==> config.mk <==
export PLATFORM = sky130hd
export DESIGN_NAME = spi_sclk_engine
export DESIGN_NICKNAME = d
export VERILOG_FILES = /design/src/rtl/spi_pkg.sv /design/src/rtl/spi_half_period_timer.sv /design/src/rtl/spi_sclk_engine.sv
export SDC_FILE = /design/constraint.sdc
export NUM_CORES = 1
export LEC_CHECK = 0
export BUFFER_PORTS_ARGS = -buffer_cell sky130_fd_sc_hd__buf_4
export CELL_PAD_IN_SITES_DETAIL_PLACEMENT = 1
export CELL_PAD_IN_SITES_GLOBAL_PLACEMENT = 2
export CORE_ASPECT_RATIO = 1.1
export CORE_MARGIN = 1.5
export CORE_UTILIZATION = 30
export CTS_CLUSTER_DIAMETER = 100
export DETAILED_ROUTE_END_ITERATION = 8
export HOLD_SLACK_MARGIN = 0.06
export PLACE_DENSITY_LB_ADDON = 0.15
export SLEW_MARGIN = 10
export SYNTH_ARGS = -nofsm -noshare
export SYNTH_HDL_FRONTEND = slang
export SYNTH_HIERARCHICAL = 1
export SYNTH_SLANG_ARGS = --single-unit
export TNS_END_PERCENT = 100
==> constraint.sdc <==
create_clock -name clkIn -period 2.1 [get_ports clkIn]
set_input_delay 0.315 -clock clkIn [delete_from_list [all_inputs] [get_ports clkIn]]
set_output_delay 0.315 -clock clkIn [all_outputs]
set_load 0.05 [all_outputs]
==> src/rtl/spi_pkg.sv <==
// Shared encodings for the SPI SCLK engine: FSM state codes and SCLK edge kinds.
package spi_pkg;

  localparam logic [1:0] ST_IDLE   = 2'd0;
  localparam logic [1:0] ST_SETUP  = 2'd1;
  localparam logic [1:0] ST_ACTIVE = 2'd2;
  localparam logic [1:0] ST_HOLD   = 2'd3;

  // Kind of the next SCLK edge within a bit: leading leaves idle level, trailing returns to it.
  localparam logic LEAD  = 1'b0;
  localparam logic TRAIL = 1'b1;

endpackage

==> src/rtl/spi_half_period_timer.sv <==
// Loadable down-counter producing a one-cycle tick when it reaches its last count.
// Used for SCLK half periods and for chip-select setup/hold delays.
module spi_half_period_timer #(
  parameter int WIDTH = 16
) (
  input  logic             clk,
  input  logic             rst_n,
  input  logic             load,
  input  logic             enable,
  input  logic [WIDTH-1:0] value,
  output logic             tick
);

  logic [WIDTH-1:0] count_reg;

  // Tick fires in the final cycle of the loaded interval so the caller can register its action on time.
  assign tick = enable && (count_reg == WIDTH'(1));

  always_ff @(posedge clk or negedge rst_n) begin
    if (!rst_n) begin
      count_reg <= '0;
    end else if (load) begin
      count_reg <= value;
    end else if (enable && (count_reg != '0)) begin
      count_reg <= count_reg - WIDTH'(1);
    end
  end

endmodule

==> src/rtl/spi_sclk_engine.sv <==
// Runtime-programmable SPI master SCLK/timing engine with handshake, abort, strobes and chip select.
// Define SPI_CS_TIMING_EN to add programmable CS setup/hold phases (csSetupIn/csHoldIn).
module spi_sclk_engine
  import spi_pkg::*;
#(
  parameter int DIV_WIDTH = 16,
  parameter int CNT_WIDTH = 6
`ifdef SPI_CS_TIMING_EN
  , parameter int CS_DLY_WIDTH = 4
`endif
) (
  input  logic                 clkIn,
  input  logic                 rstIn,
  input  logic                 startIn,
  input  logic                 abortIn,
  input  logic [DIV_WIDTH-1:0] halfPeriodIn,
  input  logic [CNT_WIDTH-1:0] bitCountIn,
  input  logic                 cpolIn,
  input  logic                 cphaIn,
`ifdef SPI_CS_TIMING_EN
  input  logic [CS_DLY_WIDTH-1:0] csSetupIn,
  input  logic [CS_DLY_WIDTH-1:0] csHoldIn,
`endif
  output logic                 busyOut,
  output logic                 doneOut,
  output logic                 spiClkOut,
  output logic                 sampleStrobeOut,
  output logic                 shiftStrobeOut,
  output logic [CNT_WIDTH-1:0] bitIndexOut,
  output logic                 csNOut
);

  logic [1:0]           state_reg;
  logic [DIV_WIDTH-1:0] h_reg;
  logic [CNT_WIDTH-1:0] n_reg;
  logic                 cpol_reg;
  logic                 cpha_reg;
  logic                 sclk_reg;
  logic                 sample_reg;
  logic                 shift_reg;
  logic                 done_reg;
  logic [CNT_WIDTH-1:0] bit_idx_reg;
  logic                 inc_pending_reg;
  logic                 phase_reg;
  logic                 tail_reg;
`ifdef SPI_CS_TIMING_EN
  logic [CS_DLY_WIDTH-1:0] hold_reg;
`endif

  logic                 tick;
  logic                 tmr_load;
  logic                 tmr_enable;
  logic [DIV_WIDTH-1:0] tmr_value;
  logic [DIV_WIDTH-1:0] half_eff;
  logic                 start_ok;
  logic                 last_bit;

  assign half_eff   = (halfPeriodIn == '0) ? DIV_WIDTH'(1) : halfPeriodIn;
  assign start_ok   = startIn && !abortIn;
  assign last_bit   = (bit_idx_reg == n_reg);
  assign tmr_enable = (state_reg != ST_IDLE);

  always_comb begin
    tmr_load  = 1'b0;
    tmr_value = h_reg;
    case (state_reg)
      ST_IDLE: begin
        if (start_ok) begin
          tmr_load  = 1'b1;
          tmr_value = half_eff;
`ifdef SPI_CS_TIMING_EN
          if (csSetupIn != '0) tmr_value = DIV_WIDTH'(csSetupIn);
`endif
        end
      end
      ST_ACTIVE: begin
        if (tick) begin
          tmr_load = 1'b1;
`ifdef SPI_CS_TIMING_EN
          if (tail_reg) tmr_value = DIV_WIDTH'(hold_reg);
`endif
        end
      end
      default: tmr_load = tick;
    endcase
  end

  spi_half_period_timer #(
    .WIDTH (DIV_WIDTH)
  ) u_timer (
    .clk    (clkIn),
    .rst_n  (rstIn),
    .load   (tmr_load),
    .enable (tmr_enable),
    .value  (tmr_value),
    .tick   (tick)
  );

  always_ff @(posedge clkIn or negedge rstIn) begin
    if (!rstIn) begin
      state_reg       <= ST_IDLE;
      h_reg           <= '0;
      n_reg           <= '0;
      cpol_reg        <= 1'b0;
      cpha_reg        <= 1'b0;
      sclk_reg        <= 1'b0;
      sample_reg      <= 1'b0;
      shift_reg       <= 1'b0;
      done_reg        <= 1'b0;
      bit_idx_reg     <= '0;
      inc_pending_reg <= 1'b0;
      phase_reg       <= LEAD;
      tail_reg        <= 1'b0;
`ifdef SPI_CS_TIMING_EN
      hold_reg        <= '0;
`endif
    end else begin
      sample_reg <= 1'b0;
      shift_reg  <= 1'b0;
      done_reg   <= 1'b0;
      // The bit index advances one cycle after its trailing edge, so strobes see the current bit.
      if (inc_pending_reg) begin
        bit_idx_reg     <= bit_idx_reg + CNT_WIDTH'(1);
        inc_pending_reg <= 1'b0;
      end

      if ((state_reg != ST_IDLE) && abortIn) begin
        state_reg       <= ST_IDLE;
        sclk_reg        <= cpol_reg;
        bit_idx_reg     <= '0;
        inc_pending_reg <= 1'b0;
      end else begin
        case (state_reg)
          ST_IDLE: begin
            sclk_reg <= cpolIn;
            if (start_ok) begin
              h_reg           <= half_eff;
              n_reg           <= bitCountIn;
              cpol_reg        <= cpolIn;
              cpha_reg        <= cphaIn;
              bit_idx_reg     <= '0;
              inc_pending_reg <= 1'b0;
              phase_reg       <= LEAD;
              tail_reg        <= 1'b0;
`ifdef SPI_CS_TIMING_EN
              hold_reg        <= csHoldIn;
              state_reg       <= (csSetupIn != '0) ? ST_SETUP : ST_ACTIVE;
`else
              state_reg       <= ST_ACTIVE;
`endif
            end
          end
          ST_ACTIVE: begin
            if (tick) begin
              if (tail_reg) begin
`ifdef SPI_CS_TIMING_EN
                if (hold_reg != '0) begin
                  state_reg <= ST_HOLD;
                end else begin
                  state_reg <= ST_IDLE;
                  done_reg  <= 1'b1;
                end
`else
                state_reg <= ST_IDLE;
                done_reg  <= 1'b1;
`endif
              end else if (phase_reg == LEAD) begin
                sclk_reg  <= ~sclk_reg;
                phase_reg <= TRAIL;
                if (cpha_reg) shift_reg  <= 1'b1;
                else          sample_reg <= 1'b1;
              end else begin
                sclk_reg  <= ~sclk_reg;
                phase_reg <= LEAD;
                if (cpha_reg)       sample_reg <= 1'b1;
                else if (!last_bit) shift_reg  <= 1'b1;
                if (last_bit) tail_reg        <= 1'b1;
                else          inc_pending_reg <= 1'b1;
              end
            end
          end
`ifdef SPI_CS_TIMING_EN
          ST_SETUP: begin
            if (tick) state_reg <= ST_ACTIVE;
          end
          ST_HOLD: begin
            if (tick) begin
              state_reg <= ST_IDLE;
              done_reg  <= 1'b1;
            end
          end
`endif
          default: state_reg <= ST_IDLE;
        endcase
      end
    end
  end

  assign busyOut         = (state_reg != ST_IDLE);
  assign csNOut          = (state_reg == ST_IDLE);
  assign doneOut         = done_reg;
  assign spiClkOut       = sclk_reg;
  assign sampleStrobeOut = sample_reg;
  assign shiftStrobeOut  = shift_reg;
  assign bitIndexOut     = bit_idx_reg;

endmodule

==> impl_metrics.ini <==
[cts]
cts_tree = built
clk_pin_slew_ns = 0.10
hold_buffers = 0
root_buffer = clkbuf_8
cts_max_level = 2
clk_latency_ns = 0.32
clock_path_buffers = 2
cts_num_sinks = 54
numCtsBuffers = 5
post_cts.repair.setup_buffers = 0

[die]
io_pins = 40
die-height_um = 105
die_x_um = 95.7
rows = 37
core-area_mm2 = 0.00926
initial_utilization = 0.306
dieArea_mm2 = 0.0101

[route]
antenna_left = 0
vias = 2496
drtIter0Drc = 61
dr.pass1.iters = 4
drc = 0
wl_per_cell_um = 15.2
vias_per_cell = 4.98
wirelength_um = 7600

[timing]
whs_ns = 0.0454
rsz0062_at_grt = no
fmax_mhz = 511
worst-slew-pin-transition_ns = 0.720
slew_viol_final = 0
layout_min_cycle_time_ns = 1.96
fin_skew_ns = 0.00718
setup_viol = 0
tns_ns = 0
slew_headroom = 0.520
hold_viol_final = 0
timing.final.crit_share = 0.932

[critical_path]
required_ns = 2.30
r2r_end = u_timer/count_reg[5]$_DFFE_PN0P_
path_cells = nor4_2 > buf_4 > nand4_1 > nor2_2 > nand2_1 > nand2_1 > buf_6 > nor2b_1 > a22oi_1 > nand3_1
reg2reg_from = u_timer/count_reg[12]$_DFFE_PN0P_
arrival_ns = 2.16
end_kind = register
crit_fanout = 12
reg2reg_depth = 10
cp-start-kind = register
path_class = reg -> reg
cpPeakStageDelay_ns = 0.40
rrSetupSlack_ns = 0.14
cp_slowest_cell = dfrtp_1
cpMostUsedCell = nand2_1

[pwr]
comb_power_share = 0.261
irDropWorstVdd_uv = 276
power.share.sequential = 0.505
leakage_nw = 1.69
internal_power_mw = 1.77
fin_total_pwr_mw = 2.65
power_density_mw_per_mm2 = 751
power_switching_mw = 0.874
sw_frac_of_total = 0.330
power_frac_clock = 0.234

[final_layout]
final_common_cell = nand2_1
layout_common_cells = 110 x nand2_1, 60 x buf_4, 53 x dfrtp_1, 22 x nor2_1, 11 x xor2_1
num-nets-final = 414
area_growth_pct = 24.3
layout-drive-gt1-share = 0.227
fin_util = 0.381
n_antenna_cell = 0

[logic_synthesis]
ys_warn_count = 6
syn-num-nets = 356
postSynthAreaPerCell_um2 = 8.73
synth-edff-count = 0
ys_types = 51
synthArstFlopShare = 1.00
synth-main-ff-cell = dfrtp_1
syn-cell-area_mm2 = 0.00284
seq_area_frac_synth = 0.476
ys_ff_latch = 54
synthCells = 325

[global_route]
antenna_found_initial = 0
overflow = 0
grt_start_max_net_pins = 55
track_usage = 0.172
grt_pass1_vias = 2728
grt_pass1_wl_um = 13400

[placement]
hpwl_um = 5590
portBuffers = 39
place_congestion = 0.759

[job]
maxCapViolations = 0

[run_status]
status = completed

[worst_hold_path]
hp-class = in -> async
-- power groups by stage --
stage                     Clock [mW]  Combinational, mW  Sequential, mW
final                          0.620              0.692            1.34
after global routing           0.685              0.788            1.36
after CTS                      0.652              0.697            1.33
after detailed placement           0              0.693            1.35
after global placement             0              0.683            1.34
after floorplan                    0              0.387            1.35
-- logic make-up (layout without fill, tap and decap cells) --
kind of cell,Yosys count,after routing,synth area share
AO/OA/AOI/OAI,42,42,0.0952
multiplexers,4,4,0.0146
XOR/XNOR,13,13,0.0401
flip-flops,54,54,0.476
AND/OR/NAND/NOR,189,189,0.324
adder cells (fa/ha/maj),3,3,0.0132
buffers and inverters,20,79,0.0366
-- final cells by class --
type,instances,area [µm²]
inverters,9,33.8
clock inverters,1,5.00
repair buffers,62,482
clock buffers,7,86.3
flip-flops and latches,54,1350
well taps,117,146
multi-input cells,251,1420
fillers,1115,5730
-- synthesized netlist by cell type (all sizes together), types with 3 or more instances --
master | n | area share
and3 | 3 | 0.0066
xor2 | 11 | 0.034
a21oi | 3 | 0.0053
dfrtp | 54 | 0.48
nand3 | 6 | 0.015
a31oi | 10 | 0.022
or3 | 5 | 0.011
mux2i | 3 | 0.011
inv | 9 | 0.012
nor2 | 26 | 0.034
or4 | 3 | 0.0079
nor3 | 4 | 0.0088
nand2 | 110 | 0.15
o21ai | 15 | 0.026
nor4 | 10 | 0.036
ha | 3 | 0.013
nand4 | 8 | 0.018
buf | 8 | 0.019
and4 | 3 | 0.0093
-- critical path, delay by kind of cell (launching register included) --
| family | cells | cell delay [ns] |
|---|---|---|
| buffers and inverters | 2 | 0.33 |
| flip-flops | 1 | 0.40 |
| AND/OR/NAND/NOR | 7 | 0.95 |
| AO/OA/AOI/OAI | 1 | 0.15 |
-- stage by stage --
step                      cells  cell area (µm²)  setup slack [ns]
after global routing        501             3530           0.00545
after global placement      493             3390            0.0718
after floorplan             325             2840            0.0104
after CTS                   501             3490           0.00105
final                       501             3530             0.142
after detailed placement    493             3390            0.0315
-- repair_timing --
item,CTS,global route
endpoints found under the setup margin,2,16
resized for setup,1,8
pin swaps,0,3
-- worst max-delay path by stage --
stage                                                 start                          endpoint  slack [ns]
after CTS                  u_timer/count_reg[7]$_DFFE_PN0P_          shiftStrobeOut$_DFF_PN0_       0.001
after global placement     u_timer/count_reg[7]$_DFFE_PN0P_             spiClkOut$_DFFE_PN0P_        0.07
after global routing      u_timer/count_reg[12]$_DFFE_PN0P_             spiClkOut$_DFFE_PN0P_       0.005
final                     u_timer/count_reg[12]$_DFFE_PN0P_  u_timer/count_reg[5]$_DFFE_PN0P_        0.14
after detailed placement   u_timer/count_reg[7]$_DFFE_PN0P_  u_timer/count_reg[5]$_DFFE_PN0P_        0.03
after floorplan            u_timer/count_reg[6]$_DFFE_PN0P_  u_timer/count_reg[8]$_DFFE_PN0P_        0.01
-- layer usage --
metal	GRT usage	part of all wire
met4	0.0662	0.025
met2	0.288	0.51
met3	0.0328	0.024
met1	0.216	0.44
met5	0	0
No activity file was read; power rests on OpenSTA's default activity.
